## src/rtl/adder_tree_sequencer_if.sv

```systemverilog
// rtl/adder_tree_sequencer_if.sv - vector handshake, shared-tree and result signals
// master drives the vector and consumes the result; slave is the sequencer.
interface adder_tree_sequencer_if #(
  parameter int N_STAGE = 5,
  parameter int N_CHUNK = 4,
  parameter int ACC_W   = N_STAGE + 2 + $clog2(N_CHUNK)
);
  localparam int CW = 2 ** (N_STAGE + 1);

  logic                      in_valid;
  logic                      in_ready;
  logic [N_CHUNK*CW-1:0]     wx_in;
  logic [CW-1:0]             tree_wx;
  logic signed [N_STAGE+1:0] tree_y;
  logic signed [ACC_W-1:0]   sum_out;
  logic                      out_valid;
  logic                      out_ready;
  logic                      busy;

  modport master (
    output in_valid, wx_in, tree_y, out_ready,
    input  in_ready, tree_wx, sum_out, out_valid, busy
  );

  modport slave (
    input  in_valid, wx_in, tree_y, out_ready,
    output in_ready, tree_wx, sum_out, out_valid, busy
  );
endinterface

```

## src/rtl/adder_tree_sequencer.sv

```systemverilog
// rtl/adder_tree_sequencer.sv - time-multiplexes an external adder tree over N_CHUNK chunks
// Captures a wide vector, feeds one chunk per cycle, accumulates, then holds the total.
module adder_tree_sequencer #(
  parameter int N_STAGE = 5,
  parameter int N_CHUNK = 4,
  parameter int ACC_W   = N_STAGE + 2 + $clog2(N_CHUNK)
) (
  input  logic                  clk,
  input  logic                  rst_n,
  adder_tree_sequencer_if.slave bus
);
  localparam int CW    = 2 ** (N_STAGE + 1);
  localparam int W     = N_CHUNK * CW;
  localparam int IDX_W = (N_CHUNK > 1) ? $clog2(N_CHUNK) : 1;
  localparam logic [IDX_W-1:0] LAST = IDX_W'(N_CHUNK - 1);

  typedef enum logic [1:0] {IDLE, ACCUM, DONE} state_t;

  state_t                  state_q, state_d;
  logic [IDX_W-1:0]        idx_q, idx_d;
  logic signed [ACC_W-1:0] acc_q, acc_d;
  logic signed [ACC_W-1:0] sum_q, sum_d;
  logic [W-1:0]            wx_q, wx_d;
  logic                    out_valid_q, out_valid_d;

  logic [CW-1:0]           chunk [N_CHUNK];
  logic signed [ACC_W-1:0] y_ext;
  logic signed [ACC_W-1:0] acc_sum;
  logic                    in_ready;

  for (genvar k = 0; k < N_CHUNK; k++) begin : g_chunk
    assign chunk[k] = wx_q[k*CW +: CW];
  end

  // Tree input is forced to zero outside ACCUM so the shared tree stays quiet.
  assign bus.tree_wx = (state_q == ACCUM) ? chunk[idx_q] : '0;
  assign y_ext       = ACC_W'(bus.tree_y);
  assign acc_sum     = acc_q + y_ext;

  assign in_ready      = (state_q == IDLE) || ((state_q == DONE) && bus.out_ready);
  assign bus.in_ready  = in_ready;
  assign bus.sum_out   = sum_q;
  assign bus.out_valid = out_valid_q;
  assign bus.busy      = (state_q != IDLE);

  always_comb begin
    state_d     = state_q;
    idx_d       = idx_q;
    acc_d       = acc_q;
    sum_d       = sum_q;
    wx_d        = wx_q;
    out_valid_d = out_valid_q;
    unique case (state_q)
      IDLE: begin
        if (bus.in_valid) begin
          wx_d    = bus.wx_in;
          acc_d   = '0;
          idx_d   = '0;
          state_d = ACCUM;
        end
      end
      ACCUM: begin
        acc_d = acc_sum;
        if (idx_q == LAST) begin
          idx_d       = '0;
          sum_d       = acc_sum;
          out_valid_d = 1'b1;
          state_d     = DONE;
        end else begin
          idx_d = idx_q + IDX_W'(1);
        end
      end
      DONE: begin
        if (bus.out_ready) begin
          out_valid_d = 1'b0;
          // Consume and accept on the same edge keeps the pipe at N_CHUNK+1 cycles.
          if (bus.in_valid) begin
            wx_d    = bus.wx_in;
            acc_d   = '0;
            idx_d   = '0;
            state_d = ACCUM;
          end else begin
            state_d = IDLE;
          end
        end
      end
      default: state_d = IDLE;
    endcase
  end

  always_ff @(posedge clk or negedge rst_n) begin
    if (!rst_n) begin
      state_q     <= IDLE;
      idx_q       <= '0;
      acc_q       <= '0;
      sum_q       <= '0;
      wx_q        <= '0;
      out_valid_q <= 1'b0;
    end else begin
      state_q     <= state_d;
      idx_q       <= idx_d;
      acc_q       <= acc_d;
      sum_q       <= sum_d;
      wx_q        <= wx_d;
      out_valid_q <= out_valid_d;
    end
  end
endmodule

```

## src/flat_wrapper.sv

```systemverilog
// flat-port wrapper written by rule: the top's interface ports become plain ports
module adder_tree_sequencer_flat 
#(
  parameter int N_STAGE = 5,
  parameter int N_CHUNK = 4,
  parameter int ACC_W   = N_STAGE + 2 + $clog2(N_CHUNK)
)
  (clk, rst_n, bus_in_valid, bus_wx_in, bus_tree_y, bus_out_ready, bus_in_ready, bus_tree_wx, bus_sum_out, bus_out_valid, bus_busy);
  adder_tree_sequencer_if #(.N_STAGE(N_STAGE), .N_CHUNK(N_CHUNK), .ACC_W(ACC_W)) bus_i ();
  input  logic clk;
  input  logic rst_n;
  input wire logic [$bits(bus_i.in_valid)-1:0] bus_in_valid;
  input wire logic [$bits(bus_i.wx_in)-1:0] bus_wx_in;
  input wire logic [$bits(bus_i.tree_y)-1:0] bus_tree_y;
  input wire logic [$bits(bus_i.out_ready)-1:0] bus_out_ready;
  output wire logic [$bits(bus_i.in_ready)-1:0] bus_in_ready;
  output wire logic [$bits(bus_i.tree_wx)-1:0] bus_tree_wx;
  output wire logic [$bits(bus_i.sum_out)-1:0] bus_sum_out;
  output wire logic [$bits(bus_i.out_valid)-1:0] bus_out_valid;
  output wire logic [$bits(bus_i.busy)-1:0] bus_busy;
  assign bus_i.in_valid = bus_in_valid;
  assign bus_i.wx_in = bus_wx_in;
  assign bus_i.tree_y = bus_tree_y;
  assign bus_i.out_ready = bus_out_ready;
  assign bus_in_ready = bus_i.in_ready;
  assign bus_tree_wx = bus_i.tree_wx;
  assign bus_sum_out = bus_i.sum_out;
  assign bus_out_valid = bus_i.out_valid;
  assign bus_busy = bus_i.busy;
  adder_tree_sequencer #(.N_STAGE(N_STAGE), .N_CHUNK(N_CHUNK), .ACC_W(ACC_W)) u_core (.clk(clk), .rst_n(rst_n), .bus(bus_i));
endmodule
```

## config.mk

```make
export PLATFORM = sky130hd
export DESIGN_NAME = adder_tree_sequencer_flat
export DESIGN_NICKNAME = d
export VERILOG_FILES = /design/src/rtl/adder_tree_sequencer_if.sv /design/src/rtl/adder_tree_sequencer.sv /design/src/flat_wrapper.sv
export SDC_FILE = /design/constraint.sdc
export NUM_CORES = 1
export LEC_CHECK = 0
export CORE_ASPECT_RATIO = 1.2
export CORE_MARGIN = 8
export CORE_UTILIZATION = 45
export DETAILED_ROUTE_END_ITERATION = 7
export GPL_TIMING_DRIVEN = 0
export HOLD_SLACK_MARGIN = 0.05
export PLACE_DENSITY = 0.77
export SETUP_SLACK_MARGIN = 0.02
export SYNTH_ARGS = -nofsm -noshare
export SYNTH_HDL_FRONTEND = slang
export SYNTH_SLANG_ARGS = --single-unit
```

## constraint.sdc

```tcl
create_clock -name clk -period 2 [get_ports clk]
set_input_delay 0.4 -clock clk [delete_from_list [all_inputs] [get_ports clk]]
set_output_delay 0.4 -clock clk [all_outputs]
set_load 0.01 [all_outputs]
```

==> results of run 1 <==
power groups by stage:
stage	registers (mW)	clock network, mW	logic [mW]
after floorplan	9.68	0	10.3
after CTS	10.2	5.35	17.1
final	10.2	5.23	17.3
after global placement	10.1	0	15.0
after global routing	10.6	5.55	18.4
after detailed placement	10.2	0	15.2
cell families (layout without fill, tap and decap cells):
| family | count (synthesis) | after routing | synth area share, % |
|---|---|---|---|
| flops | 279 | 279 | 51.14 |
| xor+xnor | 6 | 6 | 0.3849 |
| other cells | 0 | 7 | 0 |
| compound gates | 45 | 45 | 2.135 |
| buf+inv | 58 | 478 | 3.345 |
| simple gates | 102 | 102 | 4.243 |
| fa+ha+maj | 10 | 10 | 0.9715 |
| mux | 321 | 321 | 37.78 |
synthesized netlist by cell type, drive strengths merged (2+ instances only):
| master | n | area [µm²] |
|---|---|---|
| nand2b | 5 | 31.28 |
| and2 | 65 | 406.6 |
| xor2 | 6 | 52.55 |
| o21ai | 21 | 105.1 |
| nand3 | 2 | 10.01 |
| o211ai | 2 | 20.02 |
| o21bai | 2 | 15.01 |
| buf | 43 | 400.4 |
| a2111oi | 2 | 17.52 |
| or4 | 2 | 15.01 |
| nand2 | 23 | 88.84 |
| nor2 | 3 | 11.26 |
| dfrtp | 279 | 6982 |
| a22o | 2 | 17.52 |
| clkbuf | 10 | 37.54 |
| o31ai | 2 | 15.01 |
| a21o | 3 | 23.77 |
| inv | 5 | 18.77 |
| ha | 9 | 112.6 |
| mux4 | 64 | 1441 |
| a21oi | 7 | 42.54 |
| mux2 | 257 | 3716 |
critical path, cell delays in order (launching register included):
cell     delay (ps)
dfrtp_2         430
buf_12          150
buf_8           130
buf_12          120
mux4_2          490
and2_4          180
buf_6           110
layout make-up:
| class | instances | area [µm²] | area share (%) |
|---|---|---|---|
| clock inverter | 4 | 48.80 | 0.2535 |
| multi-input combinational | 484 | 6377 | 33.13 |
| inverter | 5 | 18.77 | 0.09748 |
| buffer | 52 | 553.0 | 2.873 |
| sequential | 279 | 6984 | 36.28 |
| timing repair buffer | 371 | 3908 | 20.30 |
| antenna | 7 | 17.52 | 0.09099 |
| clock buffer | 46 | 849.6 | 4.413 |
| tap | 396 | 495.5 | 2.574 |
what timing repair did:
action	CTS	global route
resized for setup	420	32
buffers inserted	19	4
endpoints found under the hold margin	72	0
pin swaps	37	3
endpoints found under the setup margin	68	185
hold buffers	1	0
gates cloned	5	1
path summary, 6_finish.rpt:
check	from	endpoint	slack (ps)
max	u_core.idx_q[0]	bus_tree_wx[33]	-570
min	rst_n	u_core.acc_q[4]	420
max reg2reg	u_core.acc_q[3]	u_core.bus.sum_out[8]	60
min reg2reg	u_core.bus.sum_out[5]	u_core.bus.sum_out[5]	490
max in group asynchronous	rst_n	u_core.wx_q[81]	380
min in group clk	bus_wx_in[211]	u_core.wx_q[211]	460
metal layers:
metal	routed length [µm]	vias to the layer above	global-route usage (%)
met5	51	-	0
met4	934	8	6.578
met3	2305	60	5.113
met2	19480	248	35.75
met1	16070	4425	26.68
li1	-	3795	-
placed cells by master, fill, tap and decap left out, drive strengths merged:
| cell | n |
|---|---|
| a21oi | 7 |
| inv | 6 |
| a2111oi | 2 |
| mux4 | 64 |
| or2 | 1 |
| nand2 | 23 |
| o211ai | 2 |
| clkinv | 2 |
| or4 | 2 |
| a22oi | 1 |
| a22o | 2 |
| o31ai | 2 |
| clkdlybuf4s15 | 3 |
| and2b | 1 |
| clkdlybuf4s50 | 275 |
| and2 | 65 |
| dlygate4sd2 | 1 |
| ha | 9 |
| bufinv | 1 |
| dlygate4sd3 | 1 |
| fa | 1 |
| a211oi | 1 |
| nand2b | 5 |
| nand3 | 2 |
| dfrtp | 279 |
| nor2 | 3 |
| diode | 7 |
| clkbuf | 57 |
| a21o | 3 |
| mux2 | 257 |
| xor2 | 6 |
| buf | 132 |
| o21bai | 2 |
| o2111a | 1 |
| o21ai | 21 |
| o2111ai | 1 |
registers in the layout, summed over array words and instances, names as in the netlist:
signal,count
u_core.acc_q,9
u_core.idx_q,2
u_core.wx_q,256
u_core.bus.sum_out,9
u_core.state_q,2
u_core.bus.out_valid,1
==> summary.txt, run 1 <==
Status
  • Outcome: finished with violations
  • Failing checks: negative setup slack

Detailed routing
  • Via Count: 8536
  • Routed len/inst: 23.63 µm
  • DR pass1 iterations: 4
  • DRC: 0
  • Final WL: 38840 µm
  • ANT nets after route: 0
  • DR iter-0 viols: 440
  • Vias/cell: 5.192

Setup path
  • Critical Path Sink Type: primary output
  • Critical path startpoint category: flop
  • Crit Path Class: reg2out
  • Required @ worst endpoint: 1600 ps
  • R2R cell count: 6
  • Worst-path fanout max: 5
  • CP arrival: 2170 ps

Pwr
  • Worst VDD drop: 0.0008478 V
  • Pwr Total: 32.76 mW
  • Pleak: 8.427 nW
  • Sw power: 10.00 mW
  • Comb pwr share: 52.8%
  • Sequential share of power: 31.2%
  • Internal power: 22.76 mW
  • Switching portion of total power: 30.53%
  • Power share of the clock group: 16.0%
  • Pwr Density: 1702 mW/mm²

GRT
  • Largest net degree at the start of global routing: 120
  • Gr ovfl total: 0
  • Initial antenna violation count: 8
  • First-pass GRT wire length: 59600 µm
  • GRT Total Usage: 21.18%
  • Vias in the first global route: 9771

Yosys
  • Asr flop ratio synth: 100.0%
  • EDFF count, synth: 0
  • Post-synth cell types: 37
  • Mapped Nets: 1098
  • Mean Syn Cell Area: 16.63 µm²
  • #FFs+latches synth: 279
  • Synthesized instance count: 821
  • Post-synthesis sequential area ratio: 51.14%
  • Synth Cell Area: 0.01365 mm²
  • Post-synth top flop: dfrtp_1
  • Synthesis warning total: 0

Clock network
  • H-tree Lvls: 1
  • Skew-Pair Late Insertion Delay: 550 ps
  • Number of CTS-inserted buffers: 29
  • Max clock buf depth: 3
  • CTS clk-pin slew, worst paths: 60 ps
  • CTS tree: yes
  • Root Buffer: clkbuf_16
  • CTS Sinks: 279

Timing
  • RSZ-0062 raised after global routing: yes
  • Endpoints failing setup: 64
  • Worst-Margin Slew: 579.3 ps
  • Fin crit share: 128.4%
  • Fin crit period: 2567 ps
  • Fmax: 0.3895 GHz
  • Hold Vio Cnt, Final: 0
  • Final worst slack: -567.3 ps
  • Worst rel slew slack: 61.38%
  • Fin. max-slew vios: 0
  • Hold Slack: 416.9 ps
  • Setup TNS: -33470 ps
  • Clock skew: 9.522 ps

Placement
  • Placed cells: 1561
  • DP HPWL: 27160 µm
  • PortBufs: 342
  • Global placement routability congestion: 0.7712
  • Pre-CTS setup slack: -807.2 ps
  • Placed inst area: 0.01763 mm²

Floorplan
  • Site Rows: 70
  • IO Pins: 343
  • Die area: 0.03619 mm²
  • Total core area: 0.03022 mm²
  • Die Wd: 175 µm
  • Die Ht: 206.8 µm
  • Initial core utilization: 45.18%

Flow run
  • Number of max-cap violations: 0

Final layout
  • Post-layout nets: 1499
  • Post-route cell area: 0.01925 mm²
  • Area growth, synth to finish: 41.02%
  • Final-layout fill cell count: 2252
  • Finished Layout Cells: 1644
  • Share of cells above drive strength 1: 46.25%
  • Final Util: 63.71%

Worst hold path
  • Hold crit path type: in2async
(Power assumes the default switching activity.)
==> run 2: changes to the inputs <==
CELL_PAD_IN_SITES_DETAIL_PLACEMENT = 0   (was not set)
CELL_PAD_IN_SITES_GLOBAL_PLACEMENT = 1   (was not set)
CORE_MARGIN = not set   (was 8)
CORE_UTILIZATION = 37   (was 45)
PLACE_DENSITY = not set   (was 0.77)
PLACE_DENSITY_LB_ADDON = 0.1   (was not set)
==> run 2 against run 1 <==
The run still ends with negative setup slack left. Via count shrank 1.4%. Clock power increased by 5.0%. Final cell count increased by 5.0%. Count of clock-buffer cells in the layout up 4. Non-clock buffer count rose by 11. Critical endpoint is now bus_tree_wx[32]. Largest power group unchanged.
==> summary.txt, run 2 (synthesis results as in run 1) <==
Status
  • Outcome: finished with violations
  • Failing checks: negative setup slack

Placement
  • Placed cells: 1633 (+4.6%)
  • PortBufs: 342 (unchanged)
  • DP HPWL: 26170 µm (-3.6%)
  • Placed inst area: 0.01772 mm² (+0.51%)
  • Global placement routability congestion: 0.7562 (-1.9%)
  • Pre-CTS setup slack: -858.0 ps (-50.77 ps)

Pwr
  • Pleak: 8.535 nW (+1.3%)
  • Worst VDD drop: 0.0008739 V (+3.1%)
  • Pwr Total: 33.11 mW (+1.0%)
  • Pwr Density: 1696 mW/mm² (-0.32%)

GRT
  • Gr ovfl total: 0 (unchanged)
  • Largest net degree at the start of global routing: 115 (-4.2%)
  • GRT Total Usage: 20.62% (-0.56 points)
  • Vias in the first global route: 9431 (-3.5%)
  • Initial antenna violation count: 2 (-6)
  • First-pass GRT wire length: 58070 µm (-2.6%)

Final layout
  • Commonest non-fill, non-tap cell in the layout: dfrtp_1
  • Final Util: 54.01% (-9.7 points)
  • Most frequent cells in the layout: dfrtp_1, clkdlybuf4s50_1, mux2_4
  • Share of cells above drive strength 1: 46.46% (+0.21 points)
  • Area of the multi-input gates: 0.006381 mm² (about the same)
  • Area growth, synth to finish: 42.97%
  • Finished Layout Cells: 1727 (+5.0%)
  • Reg area: 0.006984 mm² (unchanged)
  • Final-layout fill cell count: 3073 (+36%)
  • Post-route cell area: 0.01952 mm² (+1.4%)
  • Number of flip-flops under the largest register name: 256 (unchanged)
  • Most flops, register: u_core.wx_q
  • Post-layout nets: 1512 (+0.87%)

Setup path
  • Critical path startpoint category: flop
  • Worst-path fanout max: 7 (+2)
  • Crit Path Class: reg2out
  • CP arrival: 2240 ps (+70 ps)
  • CP Launch Point: u_core.idx_q[0]
  • FF-to-FF setup slack: 30 ps (-30 ps)
  • Required @ worst endpoint: 1600 ps (about the same)
  • FF-to-FF Start: u_core.acc_q[0]
  • Critical Path Sink Type: primary output

Timing
  • Setup TNS: -36310 ps (-2839 ps)
  • Fin crit share: 131.8% (+3.4 points)
  • Hold Slack: 396.5 ps (-20.44 ps)
  • Final worst slack: -636.3 ps (-68.98 ps)
  • Hold Vio Cnt, Final: 0 (unchanged)
  • Fmax: 0.3793 GHz (-2.6%)
  • Worst rel slew slack: 51.69% (-9.7 points)
  • RSZ-0062 raised after global routing: yes
  • Endpoints failing setup: 64 (unchanged)
  • Fin. max-slew vios: 0 (unchanged)
  • Fin crit period: 2636 ps (+68.98 ps)
  • Clock skew: 11.41 ps (+1.891 ps)
  • Worst-Margin Slew: 724.7 ps (+145.4 ps)

Clock network
  • Number of CTS-inserted buffers: 31 (+6.9%)
  • CTS tree: yes
  • Root Buffer: clkbuf_16
  • Max clock buf depth: 3 (unchanged)
  • H-tree Lvls: 1 (unchanged)
  • CTS clk-pin slew, worst paths: 60 ps (about the same)
  • Skew-Pair Late Insertion Delay: 560 ps (about the same)
  • CTS Sinks: 279 (unchanged)

Floorplan
  • Site Rows: 76 (+8.6%)
  • Total core area: 0.03613 mm² (+20%)
  • IO Pins: 343 (unchanged)
  • Die Ht: 212.4 µm (+2.7%)
  • Initial core utilization: 37.78% (-7.4 points)
  • Die area: 0.03767 mm² (+4.1%)
  • Die Wd: 177.4 µm (+1.3%)

Flow run
  • Number of max-cap violations: 0 (unchanged)

Detailed routing
  • Vias/cell: 4.872 (-6.2%)
  • DR iter-0 viols: 349 (-21%)
  • Routed len/inst: 22.07 µm (-6.6%)
  • ANT nets after route: 0 (unchanged)
  • DRC: 0 (unchanged)
  • Final WL: 38110 µm (-1.9%)
  • DR pass1 iterations: 4 (unchanged)
  • Via Count: 8414 (-1.4%)

Worst hold path
  • Hold crit path type: in2async
run 2: changes by cell type in the layout (fill, tap and decap cells not counted), moves of 4 or more:
| cell | previous run | this run |
|---|---|---|
| clkbuf_8 | 6 | 14 |
| diode_2 | 7 | 2 |
| and2_1 | 10 | 14 |
| and2_4 | 55 | 51 |
| buf_12 | 9 | 13 |
| buf_4 | 10 | 17 |
run 2: final cells by class:
cell class / instances / share of cell area [%]
Timing Repair Buffer: 381 / 20.33
Multi-Input combinational cell: 484 / 32.69
Clock inverter: 5 / 0.1282
Antenna cell: 2 / 0.02564
Buffer: 53 / 3.141
Inverter: 5 / 0.09616
Sequential cell: 279 / 35.78
Tap cell: 468 / 3.000
Clock buffer: 50 / 4.802
run 2: worst max-delay path: stages, from the launching register on:
cell	delay (ps)
dfrtp_2	420
buf_12	140
buf_12	140
buf_12	140
buf_8	120
mux4_2	420
and2_4	170
buf_6	120
run 2: routing by layer:
layer | share of wire (%) | vias up | GRT usage, %
met5 | 0.034 | - | 0
met4 | 1.3 | 2 | 4.332
met3 | 6.3 | 32 | 4.578
met2 | 50 | 237 | 34.94
met1 | 42 | 4325 | 26.91
li1 | - | 3818 | -
run 2: worst paths after layout:
path	depth (start not counted)	endpoint
max reg2reg	8	u_core.bus.sum_out[8]
max	7	bus_tree_wx[32]
min	2	u_core.wx_q[200]
min in group clk	2	u_core.wx_q[242]
min reg2reg	2	u_core.bus.sum_out[1]
max in group asynchronous	3	u_core.wx_q[239]
run 2: timing repair:
action	4_1_cts	5_1_grt
setup buffers	28	6
hold endpoints to repair	81	0
pin swaps	42	3
resized for setup	433	21
setup endpoints to repair	68	70
hold buffers	1	0
cloned	2	0
run 2: power breakdown:
part	switching [mW]	internal [mW]
sequential	1.60	8.56
combinational	6.10	11.4
clock	2.32	3.16
total	10.0	23.1
==> patch 1 (flow settings as in run 1) <==
Encoding of `state_t`: now one-hot (3 bits for 3 states).
--- a/src/rtl/adder_tree_sequencer.sv
+++ b/src/rtl/adder_tree_sequencer.sv
@@ -14,7 +14,7 @@
   localparam int IDX_W = (N_CHUNK > 1) ? $clog2(N_CHUNK) : 1;
   localparam logic [IDX_W-1:0] LAST = IDX_W'(N_CHUNK - 1);
 
-  typedef enum logic [1:0] {IDLE, ACCUM, DONE} state_t;
+  typedef enum logic [2:0] {IDLE = 3'b001, ACCUM = 3'b010, DONE = 3'b100} state_t;
 
   state_t                  state_q, state_d;
   logic [IDX_W-1:0]        idx_q, idx_d;
Function: same outputs for any inputs over 4 cycles, from zero or initial values and one cycle with rst_n low; so few cycles prove little.
==> patch 1 against run 1 <==
The run still ends with negative setup slack left. Power fell by 20%. Sequential cell count rose by 1. Cell count rose by 0.73%. Clock power rose by 7.8%. Die area fell by 5.0%. Largest cell class unchanged. Count of clock-buffer cells in the layout fell by 4. Cell area fell by 2.6%. Routed wire length fell by 3.2%. Setup slack got worse by 0.0018 ns. Synthesized area fell by 5.5%.
==> patch 1: results <==
set metrics [dict create \
    synthAdderAreaFrac 0.0103 \
    multi_input_area_share 0.301 \
    dpl_worst_slack_ns -1.10 \
    clock_area_frac 0.0537 \
    nMultiInputCombCells 490 \
    synth_compound_gate_area_share 0.0206 \
    setup_violations 67 \
    cts_inserted_buffers 30 \
    power.static_leakage_nw 7.83 \
    clock_skew_after_layout_ns 0.00885 \
    holdWs_ns 0.420 \
    timing.final.ws_setup_ns -0.569 \
    insertedDiodeCount 12 \
    regArea_sq_um 7010 \
    synth.mux.area_fraction 0.339 \
    detail_route.vias_per_cell 5.22 \
    final_layout_size_suffix_gt1_frac 0.271 \
    grt_start_max_net_pins 108 \
    fin_nets 1515 \
    cellInternalPower_w 0.0184 \
    inv_count 3 \
    timing_worst_slew_pin_value_ns 0.617 \
    grt_use_total 0.222 \
    synth_area_leaders "sky130_fd_sc_hd__dfrtp_1 (54%), sky130_fd_sc_hd__mux2_1 (22%), sky130_fd_sc_hd__mux4_2 (11%), sky130_fd_sc_hd__and2_1 (3.1%), sky130_fd_sc_hd__buf_6 (2.2%)" \
    power_density_nw_per_um2 1400 \
    failed_checks "negative setup slack" \
    drt-total-wl_microns 37600 \
    n_fill_cell 2062 \
    postSynthAreaPerCell_sq_um 15.6 \
    post-dp-hpwl_microns 27000 \
    nFlopsAndLatches 280 \
    outcome "finished, violations left" \
]
-- patch 1: what timing repair did --
action / 4_1_cts / 5_1_grt
endpoints found under the hold margin: 67 / 0
hold buffers: 1 / 0
resized for setup: 453 / 14
setup endpoints to repair: 322 / 327
pin swaps: 69 / 5
cloned: 7 / 0
setup buffers: 30 / 3
-- patch 1: per-stage QoR --
step | util | setup TNS (ns)
floorplan | - | -0.117
finish | 0.658 | -32.16
detailed placement | 0.593 | -129.24
CTS | 0.658 | -34.74
global route | 0.658 | -36.19
global placement | 0.591 | -3403.81
-- patch 1: worst max-delay path, cell delays in order, from the launching register on --
cell                      delay, ns
sky130_fd_sc_hd__dfrtp_2       0.42
sky130_fd_sc_hd__buf_12        0.14
sky130_fd_sc_hd__buf_12        0.13
sky130_fd_sc_hd__buf_12        0.12
sky130_fd_sc_hd__mux4_2        0.54
sky130_fd_sc_hd__and2_4        0.17
sky130_fd_sc_hd__buf_6         0.11
-- patch 1: metal layers --
metal	vias to the layer above	global-route usage	wire, microns
met5	-	0	23
met4	4	0.100	1310
met3	76	0.0496	2520
met2	272	0.376	19300
met1	4458	0.265	14400
li1	3830	-	-
-- patch 1: how the worst max path moves through the flow --
stage,to,startpoint,cells past startpoint
after global routing,bus_tree_wx[46],u_core.idx_q[0]$_DFFE_PN0P_,6
after CTS,bus_tree_wx[51],u_core.idx_q[0]$_DFFE_PN0P_,7
final,bus_tree_wx[46],u_core.idx_q[0]$_DFFE_PN0P_,6
after detailed placement,bus_tree_wx[50],u_core.state_q[2]$_DFFE_PN0P_,6
after floorplan,u_core.bus.sum_out[8]$_DFFE_PN0P_,u_core.acc_q[0]$_DFFE_PN0P_,7
after global placement,u_core.wx_q[165]$_DFFE_PN0P_,rst_n,1
==> patch 2 (config.mk and constraints of run 1) <==
Made on the original files. `N_CHUNK` is set to 4 in 3 places; all go to 2.
--- a/src/rtl/adder_tree_sequencer_if.sv
+++ b/src/rtl/adder_tree_sequencer_if.sv
@@ -2,7 +2,7 @@
 // master drives the vector and consumes the result; slave is the sequencer.
 interface adder_tree_sequencer_if #(
   parameter int N_STAGE = 5,
-  parameter int N_CHUNK = 4,
+  parameter int N_CHUNK = 2,
   parameter int ACC_W   = N_STAGE + 2 + $clog2(N_CHUNK)
 );
   localparam int CW = 2 ** (N_STAGE + 1);
--- a/src/rtl/adder_tree_sequencer.sv
+++ b/src/rtl/adder_tree_sequencer.sv
@@ -2,7 +2,7 @@
 // Captures a wide vector, feeds one chunk per cycle, accumulates, then holds the total.
 module adder_tree_sequencer #(
   parameter int N_STAGE = 5,
-  parameter int N_CHUNK = 4,
+  parameter int N_CHUNK = 2,
   parameter int ACC_W   = N_STAGE + 2 + $clog2(N_CHUNK)
 ) (
   input  logic                  clk,
--- a/src/flat_wrapper.sv
+++ b/src/flat_wrapper.sv
@@ -2,7 +2,7 @@
 module adder_tree_sequencer_flat 
 #(
   parameter int N_STAGE = 5,
-  parameter int N_CHUNK = 4,
+  parameter int N_CHUNK = 2,
   parameter int ACC_W   = N_STAGE + 2 + $clog2(N_CHUNK)
 )
   (clk, rst_n, bus_in_valid, bus_wx_in, bus_tree_y, bus_out_ready, bus_in_ready, bus_tree_wx, bus_sum_out, bus_out_valid, bus_busy);
Interface: changed (resized bus_sum_out and bus_wx_in); port bits go from 343 to 214. The function was not compared with the original's and may differ.
==> patch 2 against run 1 <==
The flow still finishes with violations (negative setup slack). Setup slack better by 0.47 ns. First-iteration DRC count is 36% lower. Combinational power is 51% lower. Sequential cell count is 131 lower. Synthesized cell count is 35% lower. Register-to-register slack better by 0.05 ns. Synthesized area is 49% lower. Cell area is 47% lower. Power is 48% lower. Hold slack better by 0.065 ns. Routed wire length is 49% lower. Critical path type unchanged. Critical endpoint is now bus_tree_wx[0].
==> patch 2: results <==
set metrics [dict create \
    holdWs_ns 0.482 \
    globalRouteMet1Util 0.235 \
    detailroute.wirelength.met3_microns 1420 \
    power.static_leakage_nw 4.54 \
    final_layout_size_suffix_gt1_frac 0.348 \
    grt_start_max_net_pins 81 \
    postPlaceCellArea_sq_um 9350 \
    setup.worst_path.end "bus_tree_wx[0]" \
    cts_inserted_buffers 17 \
    worst_r2r_endpoint "u_core.bus.sum_out[6]$_DFFE_PN0P_" \
    timing.setup.tns_ns -1.75 \
    clock_path_buffers 2 \
    total_via_count_in_the_routed_design 5169 \
    drt-met1-wl_microns 7800 \
    placer_congestion 0.795 \
    failed_checks "negative setup slack" \
    share_of_synthesized_area_occupied_by_flip_flops_and_latches 0.534 \
    syn-num-nets 683 \
    buffer_ports.inserted 213 \
    timing.final.ws_setup_ns -0.0996 \
    syn-instance-count 536 \
    worstRegToRegCells 8 \
    timing_worst_slew_pin_value_ns 0.648 \
    gr-usage-met3 0.0686 \
    grt_use_total 0.209 \
    post-dp-hpwl_microns 14500 \
    drt_iter0_markers 283 \
    critPathMaxFanout 7 \
    outcome "finished, violations left" \
    met2_length_microns 10300 \
    initial_antenna_violation_count 0 \
    synth_area_leaders "sky130_fd_sc_hd__dfrtp_1 (53%), sky130_fd_sc_hd__mux2_2 (14%), sky130_fd_sc_hd__mux2i_1 (9.2%), sky130_fd_sc_hd__mux2_1 (7.0%), sky130_fd_sc_hd__nor2_1 (3.8%)" \
    setup_violations 37 \
]
==> patch 2: cell count changes after synthesis, sizes merged, moves of 4 or more <==
cell	run 1	this run
dfrtp	279	148
o22ai	0	5
nor2	3	72
mux2	257	130
buf	43	27
mux2i	0	64
and2	65	1
o21ai	21	13
nand2	23	19
mux4	64	0
clkbuf	10	5
==> patch 2: repair_timing <==
| item | 4_1_cts | 5_1_grt |
|---|---|---|
| hold endpoints to repair | 68 | 0 |
| pin swaps | 5 | 10 |
| hold buffers | 1 | 0 |
| resized for setup | 284 | 67 |
| gates cloned | 3 | 1 |
| setup endpoints to repair | 70 | 68 |
| buffers inserted | 17 | 8 |
==> patch 2: logic make-up after synthesis <==
kind of cell / Yosys count / share of synthesized area
compound gates: 35 / 0.0329
xor+xnor: 6 / 0.00957
fa+ha+maj: 8 / 0.0155
buf+inv: 39 / 0.0372
flops: 148 / 0.534
mux: 194 / 0.304
simple gates: 106 / 0.0666
==> patch 2: critical path: stages, from the launching register on <==
cell                      delay, ns
sky130_fd_sc_hd__dfrtp_1       0.39
sky130_fd_sc_hd__buf_8         0.16
sky130_fd_sc_hd__buf_12        0.15
sky130_fd_sc_hd__buf_12        0.13
sky130_fd_sc_hd__buf_6         0.11
sky130_fd_sc_hd__mux2i_1       0.10
sky130_fd_sc_hd__nor2_1        0.09
sky130_fd_sc_hd__buf_2         0.14
==> patch 2: power breakdown <==
part	leakage [nW]	switching [W]	internal (W)
clock network	0.271	0.00126	0.00177
logic	2.53	0.00387	0.00469
registers	1.74	0.000921	0.00454
total	4.54	0.00605	0.0110
==> patch 2: cell type report <==
type,count,area [sq um]
flip-flops and latches,148,3710
fillers,1137,4730
clock inverters,12,108
well taps,204,255
repair buffers,244,2210
inverters,7,28.8
multi-input cells,349,3110
plain buffers,32,418
clock buffers,19,453
